### config.mk
export PLATFORM = sky130hd
export DESIGN_NAME = key_mode_ctrl_flat
export DESIGN_NICKNAME = d
export VERILOG_FILES = /design/src/rtl/key_pkg.sv /design/src/rtl/key_mode_ctrl_if.sv /design/src/rtl/key_debounce.sv /design/src/rtl/key_mode_ctrl.sv /design/src/flat_wrapper.sv
export SDC_FILE = /design/constraint.sdc
export NUM_CORES = 1
export LEC_CHECK = 0
export BUFFER_PORTS_ARGS = -buffer_cell sky130_fd_sc_hd__buf_2
export CORE_UTILIZATION = 49
export DETAILED_ROUTE_END_ITERATION = 7
export HOLD_SLACK_MARGIN = 0.1
export PLACE_DENSITY = 0.63
export SYNTH_ARGS = -nofsm -noshare
export SYNTH_HDL_FRONTEND = slang
export SYNTH_SLANG_ARGS = --single-unit
### constraint.sdc
create_clock -name sys_clk -period 2.5 [get_ports sys_clk]
set_input_delay 0 -clock sys_clk [delete_from_list [all_inputs] [get_ports sys_clk]]
set_output_delay 0 -clock sys_clk [all_outputs]
set_load 0.03 [all_outputs]
### src/rtl/key_pkg.sv
// key_pkg: shared types and defaults for the front-panel key controller.
//   rep_state_t      - auto-repeat FSM state encoding
//   DEF_*_CYCLES     - default timing constants for a 50 MHz sys_clk
//   cnt_w()          - counter width for a cycle count (never below 1)
package key_pkg;

    typedef enum logic [1:0] {
        IDLE   = 2'd0,
        HOLD   = 2'd1,
        REPEAT = 2'd2,
        LOCK   = 2'd3
    } rep_state_t;

    localparam int DEF_DEB_CYCLES    = 1_000_000;   // 20 ms
    localparam int DEF_HOLD_CYCLES   = 25_000_000;  // 500 ms
    localparam int DEF_REPEAT_CYCLES = 5_000_000;   // 100 ms

    function automatic int cnt_w(input int n);
        return (n > 1) ? $clog2(n) : 1;
    endfunction

endpackage

### src/rtl/key_mode_ctrl_if.sv
// key_mode_ctrl_if: front-panel key bundle.
//   key_mode_n / key_up_n / key_down_n - raw active-low buttons (async)
//   mode_cnt                           - current mode 0..3
//   key_inc / key_dec                  - one-cycle strobes
//   master: the panel side (drives keys); slave: the controller.
interface key_mode_ctrl_if;
    logic       key_mode_n;
    logic       key_up_n;
    logic       key_down_n;
    logic [1:0] mode_cnt;
    logic       key_inc;
    logic       key_dec;

    modport master (
        output key_mode_n, key_up_n, key_down_n,
        input  mode_cnt, key_inc, key_dec
    );

    modport slave (
        input  key_mode_n, key_up_n, key_down_n,
        output mode_cnt, key_inc, key_dec
    );
endinterface

### src/rtl/key_debounce.sv
// key_debounce: 2-FF synchronizer + debouncer for one active-low key.
//   sys_clk, sys_rst_n - clock, async active-low reset
//   i_key_n            - raw key level (asynchronous)
//   o_stable           - debounced level (1 = released)
//   o_press            - one-cycle pulse on a debounced 1->0 transition
import key_pkg::*;

module key_debounce #(
    parameter int DEB_CYCLES = DEF_DEB_CYCLES
) (
    input  logic sys_clk,
    input  logic sys_rst_n,
    input  logic i_key_n,
    output logic o_stable,
    output logic o_press
);

    localparam int             CW       = cnt_w(DEB_CYCLES);
    localparam logic [CW-1:0]  CNT_LAST = CW'(DEB_CYCLES - 1);

    logic          r_sync1, r_sync2;
    logic          r_stable;
    logic [CW-1:0] r_cnt;
    logic          r_press;

    always_ff @(posedge sys_clk or negedge sys_rst_n) begin
        if (!sys_rst_n) begin
            r_sync1  <= 1'b1;
            r_sync2  <= 1'b1;
            r_stable <= 1'b1;
            r_cnt    <= '0;
            r_press  <= 1'b0;
        end else begin
            r_sync1 <= i_key_n;
            r_sync2 <= r_sync1;
            r_press <= 1'b0;
            if (r_sync2 == r_stable) begin
                r_cnt <= '0;
            end else if (r_cnt == CNT_LAST) begin
                // Accept the new level; old level 1 means this is a press.
                r_stable <= r_sync2;
                r_cnt    <= '0;
                r_press  <= r_stable;
            end else begin
                r_cnt <= r_cnt + 1'b1;
            end
        end
    end

    assign o_stable = r_stable;
    assign o_press  = r_press;

endmodule

### src/rtl/key_mode_ctrl.sv
// key_mode_ctrl: front-panel key controller for the DDS wave generator.
//   sys_clk, sys_rst_n - 50 MHz clock, async active-low reset
//   bus (slave)        - raw keys in; mode_cnt, key_inc, key_dec out
// Mode presses step mode_cnt modulo 4. Up/down presses strobe key_inc /
// key_dec, with auto-repeat while held. Both held, or a mode press,
// locks the repeat FSMs until each key is released.
import key_pkg::*;

module key_mode_ctrl #(
    parameter int DEB_CYCLES    = DEF_DEB_CYCLES,
    parameter int HOLD_CYCLES   = DEF_HOLD_CYCLES,
    parameter int REPEAT_CYCLES = DEF_REPEAT_CYCLES
) (
    input  logic           sys_clk,
    input  logic           sys_rst_n,
    key_mode_ctrl_if.slave bus
);

    localparam int            TW        = cnt_w((HOLD_CYCLES > REPEAT_CYCLES) ?
                                                HOLD_CYCLES : REPEAT_CYCLES);
    localparam logic [TW-1:0] HOLD_LAST = TW'(HOLD_CYCLES - 1);
    localparam logic [TW-1:0] REP_LAST  = TW'(REPEAT_CYCLES - 1);

    // bit 0 = mode, 1 = up, 2 = down
    logic [2:0] w_raw_n;
    logic [2:0] w_stable;
    logic [2:0] w_press;
    logic       w_mode_press;
    logic       w_lock_all;
    logic [1:0] w_fire;
    logic [1:0] r_mode_cnt;

    assign w_raw_n = {bus.key_down_n, bus.key_up_n, bus.key_mode_n};

    key_debounce #(.DEB_CYCLES(DEB_CYCLES)) u_deb[2:0] (
        .sys_clk   (sys_clk),
        .sys_rst_n (sys_rst_n),
        .i_key_n   (w_raw_n),
        .o_stable  (w_stable),
        .o_press   (w_press)
    );

    assign w_mode_press = w_press[0] & ~w_stable[0];
    // A mode press or both inc/dec held cancels all repeat activity.
    assign w_lock_all   = w_mode_press | (~w_stable[1] & ~w_stable[2]);

    always_ff @(posedge sys_clk or negedge sys_rst_n) begin
        if (!sys_rst_n)
            r_mode_cnt <= 2'd0;
        else if (w_mode_press)
            r_mode_cnt <= r_mode_cnt + 2'd1;
    end

    // g = 0: up/inc, g = 1: down/dec
    for (genvar g = 0; g < 2; g++) begin : g_rep
        rep_state_t    r_state;
        logic [TW-1:0] r_timer;
        logic          r_fire;

        always_ff @(posedge sys_clk or negedge sys_rst_n) begin
            if (!sys_rst_n) begin
                r_state <= IDLE;
                r_timer <= '0;
                r_fire  <= 1'b0;
            end else begin
                r_fire <= 1'b0;
                if (w_lock_all) begin
                    r_state <= LOCK;
                    r_timer <= '0;
                end else begin
                    case (r_state)
                        IDLE: if (w_press[g+1]) begin
                            r_fire  <= 1'b1;
                            r_state <= HOLD;
                            r_timer <= '0;
                        end
                        HOLD: if (w_stable[g+1]) begin
                            r_state <= IDLE;
                            r_timer <= '0;
                        end else if (r_timer == HOLD_LAST) begin
                            r_fire  <= 1'b1;
                            r_state <= REPEAT;
                            r_timer <= '0;
                        end else begin
                            r_timer <= r_timer + 1'b1;
                        end
                        REPEAT: if (w_stable[g+1]) begin
                            r_state <= IDLE;
                            r_timer <= '0;
                        end else if (r_timer == REP_LAST) begin
                            r_fire  <= 1'b1;
                            r_timer <= '0;
                        end else begin
                            r_timer <= r_timer + 1'b1;
                        end
                        LOCK: if (w_stable[g+1]) begin
                            r_state <= IDLE;
                            r_timer <= '0;
                        end
                        default: r_state <= IDLE;
                    endcase
                end
            end
        end

        assign w_fire[g] = r_fire;
    end

    // Strobes cannot coincide: a strobe needs its key held, and both
    // held forces LOCK.
    assign bus.mode_cnt = r_mode_cnt;
    assign bus.key_inc  = w_fire[0];
    assign bus.key_dec  = w_fire[1];

endmodule

### src/flat_wrapper.sv
// flat-port wrapper written by rule: the top's interface ports become plain ports
module key_mode_ctrl_flat 
#(
    parameter int DEB_CYCLES    = DEF_DEB_CYCLES,
    parameter int HOLD_CYCLES   = DEF_HOLD_CYCLES,
    parameter int REPEAT_CYCLES = DEF_REPEAT_CYCLES
)
  (sys_clk, sys_rst_n, bus_key_mode_n, bus_key_up_n, bus_key_down_n, bus_mode_cnt, bus_key_inc, bus_key_dec);
  key_mode_ctrl_if bus_i ();
  input  logic sys_clk;
  input  logic sys_rst_n;
  input wire logic [$bits(bus_i.key_mode_n)-1:0] bus_key_mode_n;
  input wire logic [$bits(bus_i.key_up_n)-1:0] bus_key_up_n;
  input wire logic [$bits(bus_i.key_down_n)-1:0] bus_key_down_n;
  output wire logic [$bits(bus_i.mode_cnt)-1:0] bus_mode_cnt;
  output wire logic [$bits(bus_i.key_inc)-1:0] bus_key_inc;
  output wire logic [$bits(bus_i.key_dec)-1:0] bus_key_dec;
  assign bus_i.key_mode_n = bus_key_mode_n;
  assign bus_i.key_up_n = bus_key_up_n;
  assign bus_i.key_down_n = bus_key_down_n;
  assign bus_mode_cnt = bus_i.mode_cnt;
  assign bus_key_inc = bus_i.key_inc;
  assign bus_key_dec = bus_i.key_dec;
  key_mode_ctrl #(.DEB_CYCLES(DEB_CYCLES), .HOLD_CYCLES(HOLD_CYCLES), .REPEAT_CYCLES(REPEAT_CYCLES)) u_core (.sys_clk(sys_clk), .sys_rst_n(sys_rst_n), .bus(bus_i));
endmodule
* Word-level counts from Yosys, hierarchy flattened
Cells that the tools add are included.
Storage, ports and cells: output and inout bits 4, bits in registers 130, input bits 5, logic and storage cells 126
Cells by class: equality and inequality tests 24, multiplexer cells 54, $add $sub $neg 6, bitwise operators 9, reduce and logical (&&, ||, !) cells 11
Operator list (count):
- $mux 25 | 14
- $pmux 25 s4 | 2
- $mux 20 | 6
- $add 20x1->20 const B | 3
- $eq 20x20->1 const B | 3
- $add 25x1->25 const B | 2
- $eq 25x23->1 const B | 2
- $eq 25x25->1 const B | 2
- $mux 2 | 10
- $mux 1 | 18
- $ne 3x2->1 const B | 4
- $pmux 2 s3 | 2
- $reduce_and 2->1 | 5
- $eq 2x2->1 const B | 4
- $ne 4x2->1 const B | 2
- $ne 3x1->1 const B | 2
- $not 1->1 | 6
- $pmux 1 s3 | 2
- $reduce_and 3->1 | 2
- $eq 2x1->1 const B | 2
- $logic_not 2->1 | 2
- $reduce_or 2->1 | 2
- $eq 1x1->1 | 3
- $add 2x1->2 const B | 1
- 2 further kinds | 3

* Logic depth before layout (Yosys ltp)
Gate-level depths: netlist of run 1.
depth after elaboration 5, depth in mapped cells 9, gate-level depth less buffers 8

* Cells and area by module
From an unflattened synthesis of run 1, not the netlist that was laid out.
Unflattened totals: cells, all modules 725, area total of the unflattened synthesis 6854.1 µm²
By module, submodules not included:
- key_mode_ctrl | area an instance 3434.5 µm², seq. area each 1451.4 µm², cells an instance 377, instances 1
- key_debounce | area an instance 1139.8 µm², seq. area each 604.3 µm², cells an instance 116, instances 3

* Worst setup path before layout of run 1
Ideal clock, no wire load.
path kind flip-flop to flip-flop, start point reg u_core.g_rep[1].r_timer[0], end point reg u_core.g_rep[1].r_timer[16], path buffers 2, arrival 1.932 ns, data required time 2.381 ns, cell stages (with the launch flop) 10, period minus slack after synthesis 2.051 ns, setup time 0.119 ns, slack 0.449 ns, cells stage by stage dfrtp_1 > ha_1 > and4_1 > nand4_2 > o41ai_2 > a21o_2 > and2_1 > buf_4 > buf_6 > nor2_1
Between the ends: longest elaborated chain between the ends 5, elaborated cells on any way between the ends 9, classes of those cells 1 x add/sub; 2 x eq/ne; 6 x mux
RTL lines:
- start: declaration | line key_mode_ctrl.sv:57 | logic [TW-1:0] r_timer;
- start signal: assignment | line key_mode_ctrl.sv:85 | r_timer <= r_timer + 1'b1;
- start signal: assignment | line key_mode_ctrl.sv:94 | r_timer <= r_timer + 1'b1;
- $add 25x1->25, or another cell as far along | line key_mode_ctrl.sv:85, key_mode_ctrl.sv:94
- $mux 25, on equally long branches | line key_mode_ctrl.sv:90, key_mode_ctrl.sv:80
- $mux 25, on equally long branches | line key_mode_ctrl.sv:87, key_mode_ctrl.sv:77
- $pmux 25 s4 * | line key_mode_ctrl.sv:71 | case (r_state)
- $mux 25 * | line key_mode_ctrl.sv:67 | if (w_lock_all) begin
Mark *: on every way between the ends. The rest lies on a longest branch, timed or not. A chain may end at the register's enable or synchronous reset.

* Worst setup path after layout of run 1
start point reg u_core.g_rep[1].r_timer[1], end point reg u_core.g_rep[1].r_timer[0]
Between the ends: longest elaborated chain between the ends 5, elaborated cells on any way between the ends 8, classes of those cells 2 x eq/ne; 6 x mux
RTL lines (line):
- $eq 25x23->1 / $eq 25x25->1 (equally long branches) | key_mode_ctrl.sv:90, key_mode_ctrl.sv:80
- $mux 25, on equally long branches | key_mode_ctrl.sv:90, key_mode_ctrl.sv:80
- $mux 25, on equally long branches | key_mode_ctrl.sv:87, key_mode_ctrl.sv:77
- $pmux 25 s4 * | key_mode_ctrl.sv:71
- $mux 25 * | key_mode_ctrl.sv:67
Marks and branches as above.

==> results of run 1 <==
## registers in the layout, summed over array words and instances (netlist names)
name                   flops
u_core.bus.key_inc         1
u_core.u_deb.r_cnt        60
u_core.u_deb.r_sync2       3
u_core.u_deb.o_press       3
u_core.u_deb.r_sync1       3
u_core.bus.mode_cnt        2
u_core.u_deb.o_stable      3
u_core.bus.key_dec         1
u_core.g_rep.r_timer      50
u_core.g_rep.r_state       4
## cell usage in the layout (no fill, tap or decap), types with 14 or more instances in the layout
cell and n:
and3_1 19, buf_4 14, clkbuf_16 17, dfrtp_1 121
inv_1 18, nand2_1 41, nand3_1 40, nand4_1 27
nor2_1 123, nor3_1 20, xnor2_1 47, xor2_1 46
## cell usage after synthesis (all sizes together), types with 2 or more instances
library cell,instances,area share [%]
clkbuf,3,0.17
nor3,22,1.8
nand2,41,2.3
a31oi,5,0.70
and2b,2,0.27
nand3,40,3.0
o21ai,12,0.97
o211a,2,0.42
nand4b,2,0.27
nand2b,3,0.28
and3,19,1.8
ha,13,2.5
nor3b,4,0.45
dfstp,9,3.6
nor4,9,1.0
nor4b,4,0.63
a22o,8,1.1
or4bb,2,0.34
or3,4,0.38
dfrtp,121,46
and4,6,0.80
or2,6,0.57
mux2,5,0.85
o211ai,2,0.30
a21oi,8,0.61
inv,18,1.0
or4,3,0.34
nand4,28,2.7
a21o,3,0.36
and2,11,1.0
o21a,2,0.23
nor2,123,7.0
xnor2,47,6.2
nor2b,10,0.95
nor4bb,3,0.45
buf,9,0.91
xor2,46,6.1
## worst max path at each step
stage	from	cells past startpoint	to	slack, ps
2_1_floorplan	u_core.g_rep[1].r_timer[0]$_DFFE_PN0P_	9	u_core.g_rep[1].r_timer[16]$_DFFE_PN0P_	450
3_3_place_gp	u_core.g_rep[1].r_timer[0]$_DFFE_PN0P_	8	u_core.g_rep[1].r_timer[16]$_DFFE_PN0P_	300
3_5_place_dp	u_core.g_rep[0].r_timer[0]$_DFFE_PN0P_	7	u_core.g_rep[0].r_timer[21]$_DFFE_PN0P_	230
4_1_cts	u_core.g_rep[0].r_timer[0]$_DFFE_PN0P_	7	u_core.g_rep[0].r_timer[21]$_DFFE_PN0P_	160
5_1_grt	u_core.g_rep[1].r_timer[0]$_DFFE_PN0P_	8	u_core.g_rep[1].r_timer[18]$_DFFE_PN0P_	20
6_report	u_core.g_rep[1].r_timer[1]$_DFFE_PN0P_	7	u_core.g_rep[1].r_timer[0]$_DFFE_PN0P_	210
## layout make-up
cell class	count	area, um^2	share of cell area, %
flip-flops and latches	130	3260	42.9
multi-input cells	505	3200	42.1
clock buffers	23	478	6.28
repair buffers	27	220	2.90
well taps	176	220	2.90
clock inverters	9	154	2.02
inverters	18	67.6	0.888
## layer usage
layer	up-vias	routed length (um)
li1	2373	-
met1	2338	5990
met2	52	6180
met3	14	377
met4	0	179
met5	-	0
## cells by family (layout without fill, tap and decap cells)
family,Yosys count,count (layout),share of synthesized area [%]
flip-flops,130,130,49.5
XOR/XNOR,93,93,12.3
buffers and inverters,30,77,2.10
adder cells (fa/ha/maj),13,13,2.46
AO/OA/AOI/OAI,48,48,5.57
multiplexers,6,6,1.00
AND/OR/NAND/NOR,345,345,27.1
## metrics by stage
step | area [um^2] | total power, mW | setup slack (ps) | instances
6_report | 7600 | 4.84 | 211 | 888
5_1_grt | 7600 | 5.01 | 20.3 | 888
4_1_cts | 7600 | 4.92 | 158 | 888
3_5_place_dp | 6930 | 2.27 | 226 | 852
3_3_place_gp | 6930 | 2.27 | 301 | 852
2_1_floorplan | 6600 | 2.21 | 449 | 665
## power breakdown
part           internal, mW  switching (mW)
combinational        0.0271          0.0653
clock                  1.74           0.864
sequential             2.13          0.0131
total                  3.90           0.943
## timing repair
item | in CTS | in global routing
endpoints found under the setup margin | 0 | 2
gates resized for setup | 0 | 1
hold buffers | 4 | 0
hold endpoints to repair | 49 | 0
==> flow_summary_export.csv, run 1 <==
group,metric,value,unit
worst_setup_path,crit_chain,"ha_1 > and4_1 > nand4_2 > o41ai_2 > a21o_2 > nor2_1 > mux2_2",
synth,synth_cells,665,
detailed_routing,antenna_left,0,
cts,cts.sink_count,130,
global_routing,antenna_found_initial,0,
status,outcome,"complete, no violations",
global_routing,grt_busiest_layer,"met2",
power,peakVddDrop,0.495,mV
placement,portBuffers,8,
layout,drive_above_1_share,11.9,%
worst_setup_path,startpoint_type,"register",
global_routing,grt_pass1_wl,22.3,mm
placement,place_congestion,0.871,
global_routing,grt_pass1_vias,4845,
worst_setup_path,r2r-start,"u_core.g_rep[1].r_timer[1]$_DFFE_PN0P_",
placement,place_hpwl,8.81,mm
worst_setup_path,r2r_end,"u_core.g_rep[1].r_timer[0]$_DFFE_PN0P_",
synth,syn_area_per_cell,9.92,um^2
sta,finalMaxSlewViolations,0,
cts,cts-buffers-inserted,17,
cts,cts-root-buf,"clkbuf_16",
synth,synth-main-ff-cell,"dfrtp_1",
layout,layout-area-overhead-vs-synth,15.2,%
die,fp.coreArea,0.0132,mm^2
sta,worst_slew_pin_slew,630,ps
worst_setup_path,reg2reg_slack,210,ps
power,p_per_area,637,mW/mm^2
worst_setup_path,endpoint_kind,"register",
cts,cts_tree,"done",
layout,final_util,57.7,%
die,die_w,118,um
detailed_routing,vias,4777,
layout,fin_nets,717,
cts,cts_htree_levels,4,
synth,async_flop_share,100,%
synth,yosysWarnings,0,
global_routing,grt.met1_usage,25.0,%
sta,max_freq,437,MHz
sta,hold_viol,0,
sta,setup_tns,0,ps
flow_run,drv_cap,0,
sta,period_minus_slack,2290,ps
global_routing,grt_max_degree,59,
detailed_routing,wl_per_cell,14.3,um
worst_setup_path,required,2790,ps
die,die_y,118,um
power,leakagePower,3.21,nW
hold_path,hold_class,"in -> async",
layout,n_fill_cell,1147,
worst_setup_path,cp_slowest_cell,"o41ai_2",
synth,synth_fp_nets,683,
global_routing,overflow,0,
detailed_routing,vias_per_cell,5.38,
die,start_util,50.0,%
sta,skew,8.26,ps
global_routing,gr-usage-met3,4.75,%
worst_setup_path,critical_path_class,"reg -> reg",
die,ios,9,
die,core.rowCount,42,
worst_setup_path,cp_max_fo,9,
layout,diodes,0,
sta,hold_ws,151,ps
worst_setup_path,critPathMaxStageDelay,440,ps
sta,max_slew_margin,58.0,%
synth,ys_seq_elements,130,
detailed_routing,dr.pass1.iters,4,
synth,synth_cell_type_count,61,
sta,setup_viol,0,
detailed_routing,drc,0,
synth,synth_edf_count,0,
global_routing,track_usage,20.1,%
worst_setup_path,path_delay_family,"compound AO/OA/AOI/OAI gates",
worst_setup_path,crit_buf_inv,0,
synth,netlist_area,0.00660,mm^2
sta,rsz0062_at_grt,"false",
cts,clk_pin_slew_worst_paths,60,ps
synth,ys_seq_area_share,49.5,%
die,fp.dieArea,0.0139,mm^2
detailed_routing,detail_route.iter0.violations,259,
worst_setup_path,worst_ep_arrival_time,2580,ps
cts,insertion_delay,420,ps
cts,cts.path.max_buffers,2,
detailed_routing,drt_wl_total,12.7,mm
sta,post-route-period-util,91.6,%
global_routing,grtUsageMet2,33.3,%
worst_setup_path,reg2reg_depth,7,
cts,cts_setup_buffers,0,
Note: power is estimated with default switching activity, not from simulation.
==> inputs of run 2 (changes only) <==
==> constraint.sdc (replaced) <==
create_clock -name sys_clk -period 2.36 [get_ports sys_clk]
set_input_delay 0 -clock sys_clk [delete_from_list [all_inputs] [get_ports sys_clk]]
set_output_delay 0 -clock sys_clk [all_outputs]
set_load 0.03 [all_outputs]
==> run 2 against run 1 <==
Against the previous run: worst setup slack got worse by 51 ps; design area about the same; global-route usage about the same; power increased by 2.0%; via count increased by 1.6%; final cell count increased by 0.56%; count of clock-buffer cells in the layout increased by 1; clock power decreased by 2%; die area unchanged; critical path type unchanged; critical endpoint is now u_core.g_rep[1].r_state[1]$_DFFE_PN0P_; largest cell class unchanged.
==> flow_summary_export.csv, run 2 (synthesis results as in run 1) <==
group,metric,value,unit
sta,worst_slew_pin_slew,731,ps
worst_setup_path,critical_path_class,"reg -> reg",
die,core.rowCount,42,
cts,cts-root-buf,"clkbuf_16",
global_routing,antenna_found_initial,0,
detailed_routing,antenna_left,0,
die,fp.coreArea,0.0132,mm^2
layout,regMostFlops,"u_core.u_deb.r_cnt",
worst_setup_path,worst_ep_arrival_time,2500,ps
placement,place_area,0.00696,mm^2
layout,drive_above_1_share,12.3,%
layout,reg_top3,"u_core.u_deb.r_cnt (60), u_core.g_rep.r_timer (50), u_core.g_rep.r_state (4)",
cts,cts_htree_levels,4,
placement,portBuffers,8,
global_routing,grt_pass1_vias,4870,
detailed_routing,detail_route.iter0.violations,268,
layout,layout-area-overhead-vs-synth,15.2,%
layout,final_common_cell,"nor2_1",
sta,period_minus_slack,2200,ps
power,p_per_area,650,mW/mm^2
worst_setup_path,endpoint_kind,"register",
sta,post-route-period-util,93.2,%
flow_run,drv_cap,0,
sta,setup_tns,0,ps
cts,cts-buffers-inserted,17,
layout,mostFrequentLayoutCells,"123 x nor2_1, 121 x dfrtp_1, 47 x xnor2_1",
detailed_routing,vias,4854,
worst_setup_path,startpoint_type,"register",
sta,max_slew_margin,51.2,%
sta,max_freq,454,MHz
layout,diodes,0,
sta,hold_viol,0,
die,ios,9,
global_routing,track_usage,20.2,%
sta,finalMaxSlewViolations,0,
cts,cts.sink_count,130,
sta,setup_viol,0,
detailed_routing,wl_per_cell,14.4,um
layout,stdcell_area,0.00760,mm^2
die,die_y,118,um
sta,skew,7.12,ps
die,start_util,50.0,%
die,die_w,118,um
detailed_routing,drc,0,
sta,rsz0062_at_grt,"false",
status,outcome,"complete, no violations",
layout,largest_reg_flops,60,
cts,insertion_delay,410,ps
die,fp.dieArea,0.0139,mm^2
detailed_routing,dr.pass1.iters,7,
global_routing,grt_max_degree,60,
power,leakagePower,3.21,nW
hold_path,hold_class,"in -> async",
worst_setup_path,cp_max_fo,4,
detailed_routing,vias_per_cell,5.44,
cts,cts_tree,"done",
cts,cts.path.max_buffers,2,
placement,place_hpwl,8.76,mm
cts,clk_pin_slew_worst_paths,60,ps
worst_setup_path,required,2660,ps
power,power.total,4.94,mW
global_routing,overflow,0,
power,peakVddDrop,0.590,mV
detailed_routing,drt_wl_total,12.8,mm
global_routing,grt_pass1_wl,22.6,mm
placement,place_congestion,0.893,
layout,fin_nets,722,
[run 2: cell types whose count changed in the layout (fill, tap and decap cells not counted), sizes merged]
cell / delta
clkinv: +1
clkbuf: +1
bufinv: -2
buf: +5
[run 2: worst paths after layout]
check                                                        from                                     end  slack (ps)  cells after the start
setup / recovery           u_core.g_rep[1].r_timer[9]$_DFFE_PN0P_  u_core.g_rep[1].r_state[1]$_DFFE_PN0P_         160                      5
hold / removal                                          sys_rst_n     u_core.u_deb[1].r_cnt[12]$_DFF_PN0_         200                      2
setup reg to reg           u_core.g_rep[1].r_timer[9]$_DFFE_PN0P_  u_core.g_rep[1].r_state[1]$_DFFE_PN0P_         160                      5
hold reg to reg                 u_core.u_deb[0].r_sync1$_DFF_PN1_       u_core.u_deb[0].r_sync2$_DFF_PN1_         360                      0
max in group asynchronous                               sys_rst_n  u_core.g_rep[0].r_timer[1]$_DFFE_PN0P_        1370                      3
min in group sys_clk                               bus_key_mode_n       u_core.u_deb[0].r_sync1$_DFF_PN1_         230                      2
[run 2: cell type report]
cell class / instances / area [um^2]
Multi-Input combinational cell: 505 / 3210
Clock inverter: 8 / 103
Clock buffer: 24 / 482
Sequential cell: 130 / 3260
Fill cell: 1164 / 5590
Inverter: 18 / 67.6
Timing Repair Buffer: 32 / 258
Tap cell: 176 / 220
[run 2: routing by layer]
metal  vias to the layer above  part of all wire, %  routed length, um  GRT usage (%)
met5                         -                    0                  0              0
met4                         0                  1.3                171           7.69
met3                        14                  3.6                458           5.33
met2                        88                   49               6240           32.8
met1                      2379                   46               5960           25.6
li1                       2373                    -                  -              -
[run 2: critical path: stages, from the launching register on]
cell and delay, ps:
dfrtp_1 400, or4bb_1 610, o41ai_4 420, o21ai_1 190, o21a_1 220, a211o_1 250
[run 2: repair_timing]
item	in CTS	in global routing
gates resized for setup	0	1
setup endpoints to repair	0	23
hold buffers	4	0
hold endpoints to repair	59	0
buffers inserted	0	1
[run 2: power by group]
group	leakage, nW	switching, mW	total (mW)	internal (mW)
combinational	1.18	0.0705	0.101	0.0301
clock	0.280	0.934	2.57	1.64
sequential	1.76	0.0142	2.27	2.25
[run 2: through the flow]
step	hold WS [ps]	worst slack [ps]	util, %	std cells
6_report	203	160	57.6	893
5_1_grt	227	63.5	57.6	893
4_1_cts	212	50.9	57.5	892
3_5_place_dp	107	116	52.8	856
3_3_place_gp	105	204	52.8	856
2_1_floorplan	-296	309	-	665
==> inputs of run 3 (changes only) <==
--- a/config.mk
+++ b/config.mk
@@ -6,10 +6,11 @@
 export NUM_CORES = 1
 export LEC_CHECK = 0
 export BUFFER_PORTS_ARGS = -buffer_cell sky130_fd_sc_hd__buf_2
+export CORE_ASPECT_RATIO = 1.2
 export CORE_UTILIZATION = 49
 export DETAILED_ROUTE_END_ITERATION = 7
 export HOLD_SLACK_MARGIN = 0.1
-export PLACE_DENSITY = 0.63
+export PLACE_DENSITY = 0.76
 export SYNTH_ARGS = -nofsm -noshare
 export SYNTH_HDL_FRONTEND = slang
 export SYNTH_SLANG_ARGS = --single-unit
==> run 3 against run 2 <==
Against the previous run: non-clock buffer count shrank 1; maximum frequency fell by 2.1%; critical path depth grew 2; largest power group unchanged; design area grew 0.79%; sequential cell count did not move; combinational power hardly changed.
==> flow_summary_export.csv, run 3 (synthesis results as in run 1) <==
group,metric,value,unit
global_routing,antenna_found_initial,0,
worst_setup_path,required,2660,ps
placement,post-place-ws,30.2,ps
sta,setup_tns,0,ps
global_routing,grt_pass1_vias,5077,
placement,portBuffers,8,
sta,max_freq,445,MHz
detailed_routing,wl_per_cell,14.9,um
layout,mostFrequentLayoutCells,"123 x nor2_1, 121 x dfrtp_1, 47 x xnor2_1",
layout,diodes,0,
flow_run,drv_cap,0,
die,ios,9,
worst_setup_path,endpoint_kind,"register",
layout,layout-area-overhead-vs-synth,16.1,%
worst_setup_path,cp_max_fo,5,
sta,finalMaxSlewViolations,0,
power,peakVddDrop,0.486,mV
sta,period_minus_slack,2250,ps
sta,worst_slew_pin_slew,576,ps
cts,clk_pin_slew_worst_paths,60,ps
detailed_routing,detail_route.iter0.violations,240,
cts,insertion_delay,420,ps
global_routing,overflow,0,
cts,cts.path.max_buffers,2,
sta,layout_setup_ws,112,ps
sta,max_slew_margin,61.6,%
global_routing,track_usage,21.3,%
cts,cts-root-buf,"clkbuf_16",
detailed_routing,drc,0,
detailed_routing,vias,4948,
die,start_util,50.1,%
cts,cts_htree_levels,4,
cts,cts.sink_count,130,
die,die_y,129,um
layout,reg_top3,"u_core.u_deb.r_cnt (60), u_core.g_rep.r_timer (50), u_core.g_rep.r_state (4)",
status,outcome,"complete, no violations",
die,fp.dieArea,0.0139,mm^2
sta,hold_ws,115,ps
sta,skew,8.12,ps
power,leakagePower,3.25,nW
worst_setup_path,critical_path_class,"reg -> reg",
detailed_routing,drt_wl_total,13.1,mm
die,core.rowCount,46,
layout,largest_reg_flops,60,
cts,cts-buffers-inserted,17,
detailed_routing,antenna_left,0,
die,die_w,108,um
die,fp.coreArea,0.0132,mm^2
placement,place_hpwl,9.05,mm
detailed_routing,dr.pass1.iters,5,
hold_path,hold_class,"in -> async",
sta,rsz0062_at_grt,"true",
layout,regMostFlops,"u_core.u_deb.r_cnt",
worst_setup_path,worst_ep_arrival_time,2550,ps
placement,place_congestion,0.850,
sta,post-route-period-util,95.3,%
layout,fin_nets,721,
worst_setup_path,startpoint_type,"register",
power,p_per_area,691,mW/mm^2
cts,cts_tree,"done",
detailed_routing,vias_per_cell,5.60,
layout,final_common_cell,"nor2_1",
sta,hold_viol,0,
layout,final_util,58.1,%
global_routing,grt_max_degree,58,
layout,drive_above_1_share,12.7,%
sta,setup_viol,0,
global_routing,grt_pass1_wl,23.3,mm
-- run 3: through the flow --
step | power, mW | std cells | cell area, um^2
2_1_floorplan | 2.34 | 665 | 6600
3_3_place_gp | 2.40 | 847 | 6940
3_5_place_dp | 2.40 | 847 | 6940
4_1_cts | 5.36 | 883 | 7650
5_1_grt | 5.47 | 884 | 7660
6_report | 5.30 | 884 | 7660
-- run 3: worst paths after layout --
path / start / endpoint / slack, ps / depth (start not counted)
worst max register to register: u_core.g_rep[1].r_timer[0]$_DFFE_PN0P_ / u_core.g_rep[1].r_state[1]$_DFFE_PN0P_ / 110 / 7
min in group sys_clk: bus_key_down_n / u_core.u_deb[2].r_sync1$_DFF_PN1_ / 220 / 2
worst max-delay path: u_core.g_rep[1].r_timer[0]$_DFFE_PN0P_ / u_core.g_rep[1].r_state[1]$_DFFE_PN0P_ / 110 / 7
worst min-delay path: sys_rst_n / u_core.u_deb[1].r_cnt[17]$_DFF_PN0_ / 120 / 2
max in group asynchronous: sys_rst_n / u_core.u_deb[1].r_sync2$_DFF_PN1_ / 1400 / 3
worst min register to register: u_core.u_deb[0].r_sync1$_DFF_PN1_ / u_core.u_deb[0].r_sync2$_DFF_PN1_ / 360 / 0
-- run 3: cell type report --
class                   count  area [um^2]
clock buffers              21          470
flip-flops and latches    130         3260
fillers                  1084         5520
clock inverters            11          199
inverters                  18         67.6
repair buffers             31          250
well taps                 168          210
multi-input cells         505         3200
-- run 3: critical path, cell delays in order, from the launching register on --
cell and delay, ps:
dfrtp_1 370, ha_1 240, and4_1 270, nand4_2 170, o41ai_2 420, o21ai_1 190
o21a_1 220, a211o_1 260
-- run 3: power breakdown --
part	switching, mW	internal [mW]	total [mW]
clock network	0.961	1.97	2.93
logic	0.0696	0.0303	0.0999
registers	0.0158	2.25	2.27
-- run 3: what timing repair did --
item / in CTS / in global routing
setup endpoints to repair: 0 / 10
hold buffers: 4 / 0
setup buffers: 0 / 1
gates resized for setup: 0 / 1
endpoints found under the hold margin: 93 / 0
-- run 3: per-layer routing --
metal  up-vias  GRT usage (%)  wire length (um)
li1       2373              -                 -
met1      2454           25.1              5720
met2        97           36.6              6710
met3        24           5.08               416
met4         0           9.91               283
met5         -              0                 0
